--- src/rtl/core_sequencer_if.sv ---
// core_sequencer_if
//   Instruction- and data-memory handshake bundle for the core sequencer.
//   master : sequencer side (drives requests, addresses, store data)
//   slave  : memory side    (drives acks and read data)
//   imem_*  : instruction fetch, imem_rdata valid in the imem_ack cycle
//   dmem_*  : data access, dmem_we selects write, dmem_rdata valid with dmem_ack
interface core_sequencer_if #(
   parameter int PC_W = 16
);
   logic            imem_req;
   logic [PC_W-1:0] imem_addr;
   logic            imem_ack;
   logic [15:0]     imem_rdata;
   logic            dmem_req;
   logic            dmem_we;
   logic [15:0]     dmem_addr;
   logic [15:0]     dmem_wdata;
   logic [15:0]     dmem_rdata;
   logic            dmem_ack;

   modport master (
      output imem_req, imem_addr,
      input  imem_ack, imem_rdata,
      output dmem_req, dmem_we, dmem_addr, dmem_wdata,
      input  dmem_rdata, dmem_ack
   );

   modport slave (
      input  imem_req, imem_addr,
      output imem_ack, imem_rdata,
      input  dmem_req, dmem_we, dmem_addr, dmem_wdata,
      output dmem_rdata, dmem_ack
   );
endinterface

--- src/rtl/core_sequencer.sv ---
// core_sequencer
//   Multi-cycle fetch/execute controller for the nandgameplus core.
//   Fetches an instruction, optionally loads mem[A], lets the ALU compute,
//   optionally stores the result to mem[A], then writes back and advances pc.
// Ports
//   i_clk, i_rst_n  : clock, synchronous active-low reset
//   i_run           : level, 1 = keep executing, 0 = stop after current instr
//   m_bus           : imem/dmem handshakes (master side)
//   o_instr         : current instruction to register file / ALU
//   i_a_val         : A register value
//   i_alu_result    : ALU result for o_instr
//   o_mem_operand   : latched mem[A] for load-type compute instructions
//   o_wb_sel        : 0 = ALU result, 1 = immediate
//   o_reg_write     : register-file write enable (one-cycle pulse in WB)
//   o_pc            : program counter
//   o_retired       : one-cycle pulse per completed instruction
//   o_busy          : 1 outside IDLE/FAULT
//   o_fault         : sticky ack-timeout flag
module core_sequencer #(
   parameter int PC_W    = 16,
   parameter int TIMEOUT = 16
) (
   input  logic             i_clk,
   input  logic             i_rst_n,
   input  logic             i_run,
   core_sequencer_if.master m_bus,
   output logic [15:0]      o_instr,
   input  logic [15:0]      i_a_val,
   input  logic [15:0]      i_alu_result,
   output logic [15:0]      o_mem_operand,
   output logic             o_wb_sel,
   output logic             o_reg_write,
   output logic [PC_W-1:0]  o_pc,
   output logic             o_retired,
   output logic             o_busy,
   output logic             o_fault
);

   // Counter only needs to reach TIMEOUT-1: the cycle that would make it
   // TIMEOUT is the one that moves to FAULT.
   localparam int                CNT_W  = (TIMEOUT > 1) ? $clog2(TIMEOUT) : 1;
   localparam logic [CNT_W-1:0]  TO_LIM = CNT_W'(TIMEOUT - 1);

   typedef enum logic [2:0] {
      S_IDLE, S_FETCH, S_DMEM_RD, S_EXEC, S_DMEM_WR, S_WB, S_FAULT
   } state_t;

   state_t           r_state;
   logic [PC_W-1:0]  r_pc;
   logic [15:0]      r_instr;
   logic [15:0]      r_mem_op;
   logic [15:0]      r_res;
   logic [15:0]      r_tgt;
   logic             r_taken;
   logic [CNT_W-1:0] r_cnt;
   logic             r_imem_req;
   logic             r_dmem_req;
   logic             r_dmem_we;
   logic [15:0]      r_dmem_addr;
   logic             r_reg_write;
   logic             r_retired;
   logic             r_busy;
   logic             r_fault;

   state_t      w_nxt;
   logic        w_imem_ack;
   logic        w_dmem_ack;
   logic        w_to;
   logic [15:0] w_res;
   logic        w_taken;
   logic        w_wr_tgt;

   // Acks are only meaningful while the matching request is up.
   assign w_imem_ack = m_bus.imem_ack & r_imem_req;
   assign w_dmem_ack = m_bus.dmem_ack & r_dmem_req;
   assign w_to       = (TIMEOUT > 0) && (r_cnt == TO_LIM);

   assign w_res   = r_instr[15] ? i_alu_result : {1'b0, r_instr[14:0]};
   // Signed compare on the captured result; immediates never jump.
   assign w_taken = r_instr[15] &
                    ((r_instr[5] &  w_res[15]) |
                     (r_instr[4] & (w_res == 16'h0000)) |
                     (r_instr[3] & ~w_res[15] & (w_res != 16'h0000)));
   // Targets 000/001/010 write D/A/SP; 011 and 1xx write nothing.
   assign w_wr_tgt = ~r_instr[15] | (r_instr[2:0] <= 3'd2);

   always_comb begin
      w_nxt = r_state;
      case (r_state)
         S_IDLE:    if (i_run) w_nxt = S_FETCH;
         S_FETCH: begin
            if (w_imem_ack)
               w_nxt = (m_bus.imem_rdata[15] & m_bus.imem_rdata[14]) ? S_DMEM_RD : S_EXEC;
            else if (w_to)
               w_nxt = S_FAULT;
         end
         S_DMEM_RD: begin
            if (w_dmem_ack)  w_nxt = S_EXEC;
            else if (w_to)   w_nxt = S_FAULT;
         end
         S_EXEC:    w_nxt = (r_instr[15] & r_instr[9]) ? S_DMEM_WR : S_WB;
         S_DMEM_WR: begin
            if (w_dmem_ack)  w_nxt = S_WB;
            else if (w_to)   w_nxt = S_FAULT;
         end
         S_WB:      w_nxt = i_run ? S_FETCH : S_IDLE;
         S_FAULT:   w_nxt = S_FAULT;
         default:   w_nxt = S_IDLE;
      endcase
   end

   // Outputs are registered from the next state so each one is valid for
   // exactly the cycles spent in the state that owns it.
   always_ff @(posedge i_clk) begin
      if (!i_rst_n) begin
         r_state     <= S_IDLE;
         r_pc        <= '0;
         r_instr     <= '0;
         r_mem_op    <= '0;
         r_res       <= '0;
         r_tgt       <= '0;
         r_taken     <= 1'b0;
         r_cnt       <= '0;
         r_imem_req  <= 1'b0;
         r_dmem_req  <= 1'b0;
         r_dmem_we   <= 1'b0;
         r_dmem_addr <= '0;
         r_reg_write <= 1'b0;
         r_retired   <= 1'b0;
         r_busy      <= 1'b0;
         r_fault     <= 1'b0;
      end else begin
         r_state     <= w_nxt;
         // An ack always changes state, so "same state with a req up" is
         // exactly a wait cycle.
         r_cnt       <= ((w_nxt == r_state) && (r_imem_req || r_dmem_req)) ?
                        r_cnt + 1'b1 : '0;
         r_imem_req  <= (w_nxt == S_FETCH);
         r_dmem_req  <= (w_nxt == S_DMEM_RD) || (w_nxt == S_DMEM_WR);
         r_dmem_we   <= (w_nxt == S_DMEM_WR);
         r_reg_write <= (w_nxt == S_WB) && w_wr_tgt;
         r_retired   <= (w_nxt == S_WB);
         r_busy      <= (w_nxt != S_IDLE) && (w_nxt != S_FAULT);
         r_fault     <= (w_nxt == S_FAULT);

         if (r_state == S_FETCH && w_imem_ack)
            r_instr <= m_bus.imem_rdata;
         // Address is captured on entry so it holds steady through waits.
         if (r_state == S_FETCH && w_nxt == S_DMEM_RD)
            r_dmem_addr <= i_a_val;
         if (r_state == S_DMEM_RD && w_dmem_ack)
            r_mem_op <= m_bus.dmem_rdata;
         if (r_state == S_EXEC) begin
            r_res   <= w_res;
            r_tgt   <= i_a_val;
            r_taken <= w_taken;
            if (w_nxt == S_DMEM_WR)
               r_dmem_addr <= i_a_val;
         end
         if (r_state == S_WB)
            r_pc <= r_taken ? PC_W'(r_tgt) : r_pc + 1'b1;
      end
   end

   assign m_bus.imem_req   = r_imem_req;
   assign m_bus.imem_addr  = r_pc;
   assign m_bus.dmem_req   = r_dmem_req;
   assign m_bus.dmem_we    = r_dmem_we;
   assign m_bus.dmem_addr  = r_dmem_addr;
   assign m_bus.dmem_wdata = r_res;

   assign o_instr       = r_instr;
   assign o_mem_operand = r_mem_op;
   assign o_wb_sel      = ~r_instr[15];
   assign o_reg_write   = r_reg_write;
   assign o_pc          = r_pc;
   assign o_retired     = r_retired;
   assign o_busy        = r_busy;
   assign o_fault       = r_fault;

endmodule

--- src/flat_wrapper.sv ---
// flat-port wrapper written by rule: the top's interface ports become plain ports
module core_sequencer_flat 
#(
   parameter int PC_W    = 16,
   parameter int TIMEOUT = 16
)
  (i_clk, i_rst_n, i_run, o_instr, i_a_val, i_alu_result, o_mem_operand, o_wb_sel, o_reg_write, o_pc, o_retired, o_busy, o_fault, m_bus_imem_req, m_bus_imem_addr, m_bus_imem_ack, m_bus_imem_rdata, m_bus_dmem_req, m_bus_dmem_we, m_bus_dmem_addr, m_bus_dmem_wdata, m_bus_dmem_rdata, m_bus_dmem_ack);
  core_sequencer_if #(.PC_W(PC_W)) m_bus_i ();
  input  logic i_clk;
  input  logic i_rst_n;
  input  logic i_run;
  output logic [15:0] o_instr;
  input  logic [15:0] i_a_val;
  input  logic [15:0] i_alu_result;
  output logic [15:0] o_mem_operand;
  output logic o_wb_sel;
  output logic o_reg_write;
  output logic [PC_W-1:0] o_pc;
  output logic o_retired;
  output logic o_busy;
  output logic o_fault;
  output wire logic [$bits(m_bus_i.imem_req)-1:0] m_bus_imem_req;
  output wire logic [$bits(m_bus_i.imem_addr)-1:0] m_bus_imem_addr;
  input wire logic [$bits(m_bus_i.imem_ack)-1:0] m_bus_imem_ack;
  input wire logic [$bits(m_bus_i.imem_rdata)-1:0] m_bus_imem_rdata;
  output wire logic [$bits(m_bus_i.dmem_req)-1:0] m_bus_dmem_req;
  output wire logic [$bits(m_bus_i.dmem_we)-1:0] m_bus_dmem_we;
  output wire logic [$bits(m_bus_i.dmem_addr)-1:0] m_bus_dmem_addr;
  output wire logic [$bits(m_bus_i.dmem_wdata)-1:0] m_bus_dmem_wdata;
  input wire logic [$bits(m_bus_i.dmem_rdata)-1:0] m_bus_dmem_rdata;
  input wire logic [$bits(m_bus_i.dmem_ack)-1:0] m_bus_dmem_ack;
  assign m_bus_imem_req = m_bus_i.imem_req;
  assign m_bus_imem_addr = m_bus_i.imem_addr;
  assign m_bus_i.imem_ack = m_bus_imem_ack;
  assign m_bus_i.imem_rdata = m_bus_imem_rdata;
  assign m_bus_dmem_req = m_bus_i.dmem_req;
  assign m_bus_dmem_we = m_bus_i.dmem_we;
  assign m_bus_dmem_addr = m_bus_i.dmem_addr;
  assign m_bus_dmem_wdata = m_bus_i.dmem_wdata;
  assign m_bus_i.dmem_rdata = m_bus_dmem_rdata;
  assign m_bus_i.dmem_ack = m_bus_dmem_ack;
  core_sequencer #(.PC_W(PC_W), .TIMEOUT(TIMEOUT)) u_core (.i_clk(i_clk), .i_rst_n(i_rst_n), .i_run(i_run), .m_bus(m_bus_i), .o_instr(o_instr), .i_a_val(i_a_val), .i_alu_result(i_alu_result), .o_mem_operand(o_mem_operand), .o_wb_sel(o_wb_sel), .o_reg_write(o_reg_write), .o_pc(o_pc), .o_retired(o_retired), .o_busy(o_busy), .o_fault(o_fault));
endmodule
--- config.mk ---
export PLATFORM = sky130hd
export DESIGN_NAME = core_sequencer_flat
export DESIGN_NICKNAME = d
export VERILOG_FILES = /design/src/rtl/core_sequencer_if.sv /design/src/rtl/core_sequencer.sv /design/src/flat_wrapper.sv
export SDC_FILE = /design/constraint.sdc
export NUM_CORES = 1
export LEC_CHECK = 0
export ABC_AREA = 0
export CAP_MARGIN = 20
export CORE_MARGIN = 8
export CORE_UTILIZATION = 35
export CTS_BUF_LIST = sky130_fd_sc_hd__clkbuf_16
export CTS_CLUSTER_SIZE = 20
export DETAILED_ROUTE_END_ITERATION = 8
export PLACE_DENSITY = 0.67
export SLEW_MARGIN = 20
export SYNTH_ARGS = -nofsm -noshare
export SYNTH_HDL_FRONTEND = slang
export SYNTH_SLANG_ARGS = --single-unit
--- constraint.sdc ---
create_clock -name i_clk -period 2.4 [get_ports i_clk]
set_input_delay 0.24 -clock i_clk [delete_from_list [all_inputs] [get_ports i_clk]]
set_output_delay 0.24 -clock i_clk [all_outputs]
set_load 0.01 [all_outputs]
==> results.cfg, run 1 <==
[finish]
final_cell_count_no_fill = 931
design_area_um2 = 7100
drive_gt1_share_pct = 5.46
seq_area_um2 = 2220
fill_cells = 1253
multiInputGateArea_um2 = 2390
antenna_cells = 0
area_delta_synth_final_pct = 43.9
fin_nets = 817

[clock_tree]
cts_tree = built
clk_path_buf_depth = 2
htreeDepth = 3
clkTransAtPathRegs_ns = 0.07
cts_made_buffers = 9
cts_hold_buf = 0
cts.sinks = 111
root_buffer = clkbuf_16
worstSkewPairLatency_ns = 0.34

[timing]
relSlewSlack_pct = 56.5
rsz0062_at_grt = false
hold_violations = 0
fin_crit_ns = 2.03
setup_viol = 0
tns_ns = 0
fin_crit_sh_pct = 84.5
maxSlewViolCount = 0
tightest_slew_ns = 0.651
fin_skew_ns = 0.00635
fmax_mhz = 493

[detailed_routing]
routedWlPerCell_um = 16.5
dr.pass1.iters = 4
vias = 4683
drc = 0
via_per_inst = 5.03
wirelength_mm = 15.3
drtAntennaViolNets = 0
drt_iter0_markers = 281

[setup_path]
worstPathBufferInverterCount = 0
worstPathRequired_ns = 2.66
ff2ff_path_depth = 5
cp_slowest_cell = dfxtp_1
crit_chain = nor2b_1 -> a21oi_1 -> a32oi_4 -> a31oi_1 -> nor3_1
cp.arrival_ns = 2.28
end_kind = flip-flop
crit_fanout = 14
path_delay_family = compound AO/OA/AOI/OAI gates
cp.depth = 5
cpPeakStageDelay_ns = 0.61
crit_type = reg -> reg
startpoint_type = flip-flop

[global_route]
grt.total_usage_pct = 16.4
overflow = 0
grt_pass1_vias = 4576
grt_pass1_wl_mm = 24.2
antenna_found_initial = 0
grt_max_degree = 53

[synth]
syn_inst = 604
ys_seq_area_share_pct = 45.0
ys_ff_latch = 111
yosys-top-cells-count = nand2_1, dfxtp_1, a21oi_1
ys.flop_type = dfxtp_1
synth_top_area_cell = dfxtp_1
syn_area_um2 = 4940
synthArstFlopShare_pct = 0
synthDistinctLibCells = 53
yosys-top-cells-area = dfxtp_1, nand2_1, mux2i_1
synth_edf_count = 0
postSynthAreaPerCell_um2 = 8.17
synth-warning-count = 0
postSynthNetCount = 675
yosysMostFrequentCell = nand2_1
synth_top_area_share_pct = 45.0

[placement]
placed_cells = 914
io_buffers = 172
postPlaceCellArea_um2 = 6740
dpl.hpwl_mm = 11.7
gp_congestion = 0.877

[run]
maxCapViolCount = 0

[hold_path]
min_path_type = in -> reg
holdPathStages = 3

[power]
switching_share_pct = 22.3
p_clk_share_pct = 42.4
seqPwrFrac_pct = 47.6
netSwitchingPower_uw = 897
power.internal_uw = 3120
ir_drop_mv = 0.280
powerDensity_nw_per_um2 = 566
leakagePower_uw = 0.00232
comb_power_share_pct = 10.0

[floorplanning]
start_util_pct = 35.7
ios = 173
core-area_um2 = 13800
chipHeight_um = 135
dieArea_um2 = 18200
num_rows = 43
die_x_um = 135

[status]
status = finished clean
-- per-layer routing --
layer	vias to the layer above	track usage [%]	wire length (µm)
met1	2159	19.6	6560
li1	2374	-	-
met3	17	3.08	819
met5	-	0	0
met4	0	7.11	311
met2	133	28.1	7650
-- power by group through the flow --
stage	Clock [µW]	Combinational [µW]	Sequential, µW
floorplan	0	178	1950
global placement	0	396	1950
detailed placement	0	400	1960
CTS	1750	402	1910
global route	1820	433	1920
finish	1700	403	1910
-- cells by family (layout without fill, tap and decap cells) --
group	count (synthesis)	count (layout)	synth area share (%)
mux	40	40	8.16
xor+xnor	2	2	0.355
simple gates	254	254	22.8
buf+inv	64	211	6.46
fa+ha+maj	2	2	0.507
flops	111	111	45.0
compound gates	131	131	16.7
-- placed cells by master (no fill, tap or decap), types with 4 or more instances in the layout --
cell,count
a221oi_1,4
and2_1,7
nand4_1,7
a211oi_1,17
mux2i_1,38
nor2_1,41
nand3_1,9
nor3_1,13
inv_1,4
clkdlybuf4s50_1,172
nand2b_1,4
nand2_1,144
a22oi_1,6
nor4_1,6
clkbuf_16,9
nor3b_1,5
o21ai_0,10
dfxtp_1,111
a21oi_1,70
buf_4,15
-- path summary, 6_finish.rpt --
kind	slack [ns]	endpoint	startpoint
max	0.37	u_core.r_cnt[3]$_SDFF_PN0_	u_core.r_state[2]$_SDFF_PN0_
min	0.44	u_core.o_mem_operand[0]$_SDFFE_PN0P_	m_bus_dmem_rdata[0]
max reg2reg	0.37	u_core.r_cnt[3]$_SDFF_PN0_	u_core.r_state[2]$_SDFF_PN0_
min reg2reg	0.45	u_core.m_bus.dmem_wdata[15]$_SDFFE_PN0P_	u_core.m_bus.dmem_wdata[15]$_SDFFE_PN0P_
-- worst register-to-register path: stages, from the launching register on --
cell     delay [ns]
dfxtp_1        0.61
nor2b_1        0.35
a21oi_1        0.16
a32oi_4        0.39
a31oi_1        0.21
nor3_1         0.24
-- metrics by stage --
| step | hold slack, ns | setup WS (ns) | total power [µW] | util (%) |
|---|---|---|---|---|
| 2_1_floorplan | 0.376 | 0.555 | 2130 | - |
| 6_report | 0.442 | 0.373 | 4020 | 51.4 |
| 4_1_cts | 0.430 | 0.175 | 4060 | 51.2 |
| 5_1_grt | 0.445 | 0.244 | 4170 | 51.4 |
| 3_5_place_dp | 0.449 | 0.103 | 2360 | 48.7 |
| 3_3_place_gp | 0.440 | 0.216 | 2350 | 48.7 |
-- final cells by class --
type,count,share of cell area [%]
clock inverter,7,1.69
multi-input combinational,429,33.7
sequential,111,31.3
clock buffer,9,3.17
timing repair buffer,190,26.7
tap,180,3.17
inverter,5,0.264
-- registers in the layout (all words and copies together) (netlist names) --
name,flops
u_core.o_reg_write,1
u_core.m_bus.dmem_we,1
u_core.m_bus.imem_addr,16
u_core.o_busy,1
u_core.o_instr,16
u_core.o_retired,1
u_core.r_tgt,16
u_core.m_bus.dmem_wdata,16
u_core.o_fault,1
u_core.m_bus.dmem_addr,16
u_core.m_bus.imem_req,1
u_core.o_mem_operand,16
u_core.m_bus.dmem_req,1
u_core.r_taken,1
u_core.r_cnt,4
u_core.r_state,3
-- repair_timing --
action / in CTS / in global routing
gates resized for setup: 0 / 0
buffers inserted: 0 / 1
endpoints found under the setup margin: 0 / 14
Note: power is estimated with default switching activity, not from simulation.
==> run 2, diff against run 1 <==
==> constraint.sdc (replaced) <==
create_clock -name i_clk -period 2 [get_ports i_clk]
set_input_delay 0.2 -clock i_clk [delete_from_list [all_inputs] [get_ports i_clk]]
set_output_delay 0.2 -clock i_clk [all_outputs]
set_load 0.01 [all_outputs]
==> results.cfg, run 2 (synthesis results as in run 1) <==
[floorplanning]
dieArea_um2 = 18200
ios = 173
chipHeight_um = 135
num_rows = 43
core-area_um2 = 13800
start_util_pct = 35.7
die_x_um = 135

[clock_tree]
clk_path_buf_depth = 2
cts_tree = built
post_cts_buffers = 0
post_cts_resized = 0
cts.sinks = 111
cts_made_buffers = 9
cts_hold_buf = 0
worstSkewPairLatency_ns = 0.35
clkTransAtPathRegs_ns = 0.07
htreeDepth = 3
root_buffer = clkbuf_16

[setup_path]
end_kind = output pin
ff2ff_path_depth = 7
r2r_end = u_core.o_busy$_SDFF_PN0_
cp_slowest_cell = dfxtp_1
worstPathRequired_ns = 1.80
cp.arrival_ns = 1.69
r2r_slack_ns = 0.19
startpoint_type = flip-flop
worstPathBufferInverterCount = 1
cpPeakStageDelay_ns = 0.68
crit_chain = clkdlybuf4s50_1
crit_type = reg -> out
crit_fanout = 14
path_delay_family = flip-flops
r2r_start = u_core.r_cnt[0]$_SDFF_PN0_

[global_route]
grt_max_degree = 50
overflow = 0
grt_pass1_wl_mm = 24.4
grt.total_usage_pct = 16.8
grt_pass1_vias = 4636
antenna_found_initial = 0

[hold_path]
min_path_type = in -> reg
worstHoldStart = m_bus_imem_rdata[5]
min_to = u_core.o_instr[5]$_SDFFE_PN0P_
holdPathStages = 3

[finish]
antenna_cells = 0
final_cell_count_no_fill = 946
drive_gt1_share_pct = 7.31
area_delta_synth_final_pct = 45.0
fin_nets = 832
post-route-util_pct = 51.8
final_common_cell = clkdlybuf4s50_1
mostFrequentLayoutCells = clkdlybuf4s50_1, nand2_1, dfxtp_1

[detailed_routing]
routedWlPerCell_um = 16.6
drc = 0
vias = 4795
via_per_inst = 5.07
drt_iter0_markers = 400
wirelength_mm = 15.7
drtAntennaViolNets = 0
dr.pass1.iters = 5

[placement]
placed_cells = 930
io_buffers = 172
dpl.hpwl_mm = 12.2
gp_congestion = 0.910

[power]
powerDensity_nw_per_um2 = 636
ir_drop_mv = 0.363
leakagePower_uw = 0.00236

[timing]
relSlewSlack_pct = 62.4
fmax_mhz = 530
tns_ns = 0
timing.hold.ws_ns = 0.395
hold_violations = 0
fin_skew_ns = 0.00698
rsz0062_at_grt = false
fin_crit_sh_pct = 94.4
fin_crit_ns = 1.89
tightest_slew_ns = 0.564
setup_viol = 0
maxSlewViolCount = 0

[status]
status = finished clean

[run]
maxCapViolCount = 0
==> run 2: worst max-delay path by stage <==
stage	start	end	slack [ns]	depth (start not counted)
final	u_core.o_instr[15]$_SDFFE_PN0P_	o_instr[15]	0.11	1
after detailed placement	i_alu_result[5]	u_core.r_taken$_SDFFE_PN0P_	0.005	6
after CTS	u_core.o_instr[15]$_SDFFE_PN0P_	o_instr[15]	0.11	1
after floorplan	u_core.r_cnt[0]$_SDFF_PN0_	u_core.m_bus.dmem_addr[10]$_SDFF_PN0_	0.15	7
after global routing	u_core.r_state[0]$_SDFF_PN0_	u_core.o_reg_write$_SDFF_PN0_	0.01	7
after global placement	i_alu_result[7]	u_core.r_taken$_SDFFE_PN0P_	0.09	6
==> run 2: layer usage <==
metal,part of all wire (%),track usage [%]
met5,0,0
met4,2.1,7.30
met3,5.7,2.93
met2,51,29.0
met1,41,20.1
==> run 2: report_power, final <==
group	switching [µW]	internal (µW)	total, µW
registers	41.7	2250	2290
clock network	800	961	1760
logic	222	285	507
total	1060	3490	4550
==> run 2: final cells by class <==
class                   instances  area (µm²)
clock inverters                 7        65.1
multi-input cells             429        2410
fillers                      1243        6670
clock buffers                   9         225
repair buffers                205        1990
inverters                       5        18.8
flip-flops and latches        111        2220
well taps                     180         225
==> run 2: through the flow <==
step                cell area, µm²  power [µW]  setup slack, ns
floorplan                     4940        2560            0.155
global placement              6860        2840           0.0883
detailed placement            6860        2840          0.00486
CTS                           7150        4610            0.106
global route                  7160        4760           0.0119
finish                        7160        4550            0.112
==> run 3, diff against run 2 <==
==> constraint.sdc (replaced) <==
create_clock -name i_clk -period 1.8 [get_ports i_clk]
set_input_delay 0.18 -clock i_clk [delete_from_list [all_inputs] [get_ports i_clk]]
set_output_delay 0.18 -clock i_clk [all_outputs]
set_load 0.01 [all_outputs]
==> results.cfg, run 3 (synthesis results as in run 1) <==
[power]
netSwitchingPower_uw = 1180
leakagePower_uw = 0.00244
total_power_uw = 5060
comb_power_share_pct = 11.7
seqPwrFrac_pct = 50.2
power.internal_uw = 3890
ir_drop_mv = 0.426
switching_share_pct = 23.2
p_clk_share_pct = 38.1
powerDensity_nw_per_um2 = 693

[finish]
final_common_cell = clkdlybuf4s50_1
mostFrequentLayoutCells = clkdlybuf4s50_1, nand2_1, dfxtp_1
antenna_cells = 0
area_delta_synth_final_pct = 48.1
final_cell_count_no_fill = 959
drive_gt1_share_pct = 9.50
fin_nets = 845

[clock_tree]
worstSkewPairLatency_ns = 0.35
cts_tree = built
cts_made_buffers = 9
clkTransAtPathRegs_ns = 0.07
cts.sinks = 111
cts_hold_buf = 0
root_buffer = clkbuf_16
post_cts_buffers = 0
htreeDepth = 3
clk_path_buf_depth = 2

[floorplanning]
start_util_pct = 35.7
chipHeight_um = 135
core-area_um2 = 13800
dieArea_um2 = 18200
ios = 173
num_rows = 43
die_x_um = 135

[global_route]
grt.total_usage_pct = 17.0
grt_pass1_vias = 4740
grt_pass1_wl_mm = 24.8
overflow = 0
grt_max_degree = 50
antenna_found_initial = 0

[timing]
maxSlewViolCount = 0
fmax_mhz = 581
hold_violations = 0
tightest_slew_ns = 0.558
setup_viol = 0
rsz0062_at_grt = false
fin_skew_ns = 0.00442
relSlewSlack_pct = 62.7
fin_crit_sh_pct = 95.6
fin_crit_ns = 1.72

[detailed_routing]
wirelength_mm = 16.0
drc = 0
drtAntennaViolNets = 0
drt_iter0_markers = 300
via_per_inst = 5.09
routedWlPerCell_um = 16.6
dr.pass1.iters = 5
vias = 4885

[run]
maxCapViolCount = 0

[placement]
gp_congestion = 0.932
io_buffers = 172
dpl.hpwl_mm = 12.3
placed_cells = 942

[setup_path]
worstPathRequired_ns = 2.08
crit_type = reg -> reg
crit_fanout = 8
end_kind = flip-flop
cp.arrival_ns = 2.00
startpoint_type = flip-flop

[status]
status = finished clean

[hold_path]
min_path_type = in -> reg
-- run 3: changes by cell type in the layout (fill, tap and decap cells not counted), sizes merged --
cell,before,now
buf,33,45
clkbuf,9,10
clkinv,3,5
clkinvlp,2,0
-- run 3: per-layer routing --
| metal | track usage [%] | share of wire, % |
|---|---|---|
| met1 | 20.3 | 43 |
| met2 | 28.3 | 49 |
| met3 | 3.68 | 5.7 |
| met4 | 8.55 | 3.2 |
| met5 | 0 | 0 |
-- run 3: metrics by stage --
stage / cell area, µm² / hold WS, ns / setup TNS, ns / util (%) / worst slack, ns
finish: 7310 / 0.378 / 0 / 52.9 / 0.0800
floorplan: 4940 / 0.316 / 0 / - / 0.0386
CTS: 7240 / 0.372 / 0 / 52.4 / 0.0397
detailed placement: 6960 / 0.446 / -0.438 / 50.4 / -0.182
global placement: 6960 / 0.440 / -0.116 / 50.4 / -0.104
global route: 7310 / 0.383 / 0 / 52.9 / 0.0111
-- run 3: timing repair --
action / 4_1_cts / 5_1_grt
pin swaps: 0 / 4
setup endpoints to repair: 1 / 22
resized for setup: 1 / 10
cloned: 0 / 1
-- run 3: critical path, cell delays in order (launching register included) --
cell,delay (ns)
dfxtp_2,0.36
ha_4,0.17
nand3_4,0.08
o211ai_1,0.27
a32oi_4,0.19
nor2_4,0.21
clkbuf_16,0.19
mux2i_1,0.18
-- run 3: cell type report --
| cell class | count | area, µm² |
|---|---|---|
| Clock buffer | 9 | 225 |
| Clock inverter | 7 | 55.1 |
| Fill cell | 1278 | 6520 |
| Inverter | 5 | 18.8 |
| Multi-Input combinational cell | 429 | 2430 |
| Sequential cell | 111 | 2230 |
| Tap cell | 180 | 225 |
| Timing Repair Buffer | 218 | 2130 |
-- run 3: power groups by stage --
stage | logic (µW) | clock network [µW] | registers [µW]
5_1_grt | 640 | 2070 | 2550
2_1_floorplan | 237 | 0 | 2600
4_1_cts | 587 | 1980 | 2540
6_report | 595 | 1930 | 2540
3_3_place_gp | 579 | 0 | 2590
3_5_place_dp | 583 | 0 | 2590
-- run 3: worst paths after layout --
check	start	to	slack, ns	depth (start not counted)
worst min-delay path	m_bus_dmem_rdata[3]	u_core.o_mem_operand[3]$_SDFFE_PN0P_	0.38	3
worst max register to register	u_core.r_cnt[1]$_SDFF_PN0_	u_core.m_bus.dmem_addr[1]$_SDFF_PN0_	0.08	7
worst min register to register	u_core.m_bus.dmem_wdata[15]$_SDFFE_PN0P_	u_core.m_bus.dmem_wdata[15]$_SDFFE_PN0P_	0.45	2
worst max-delay path	u_core.r_cnt[1]$_SDFF_PN0_	u_core.m_bus.dmem_addr[1]$_SDFF_PN0_	0.08	7
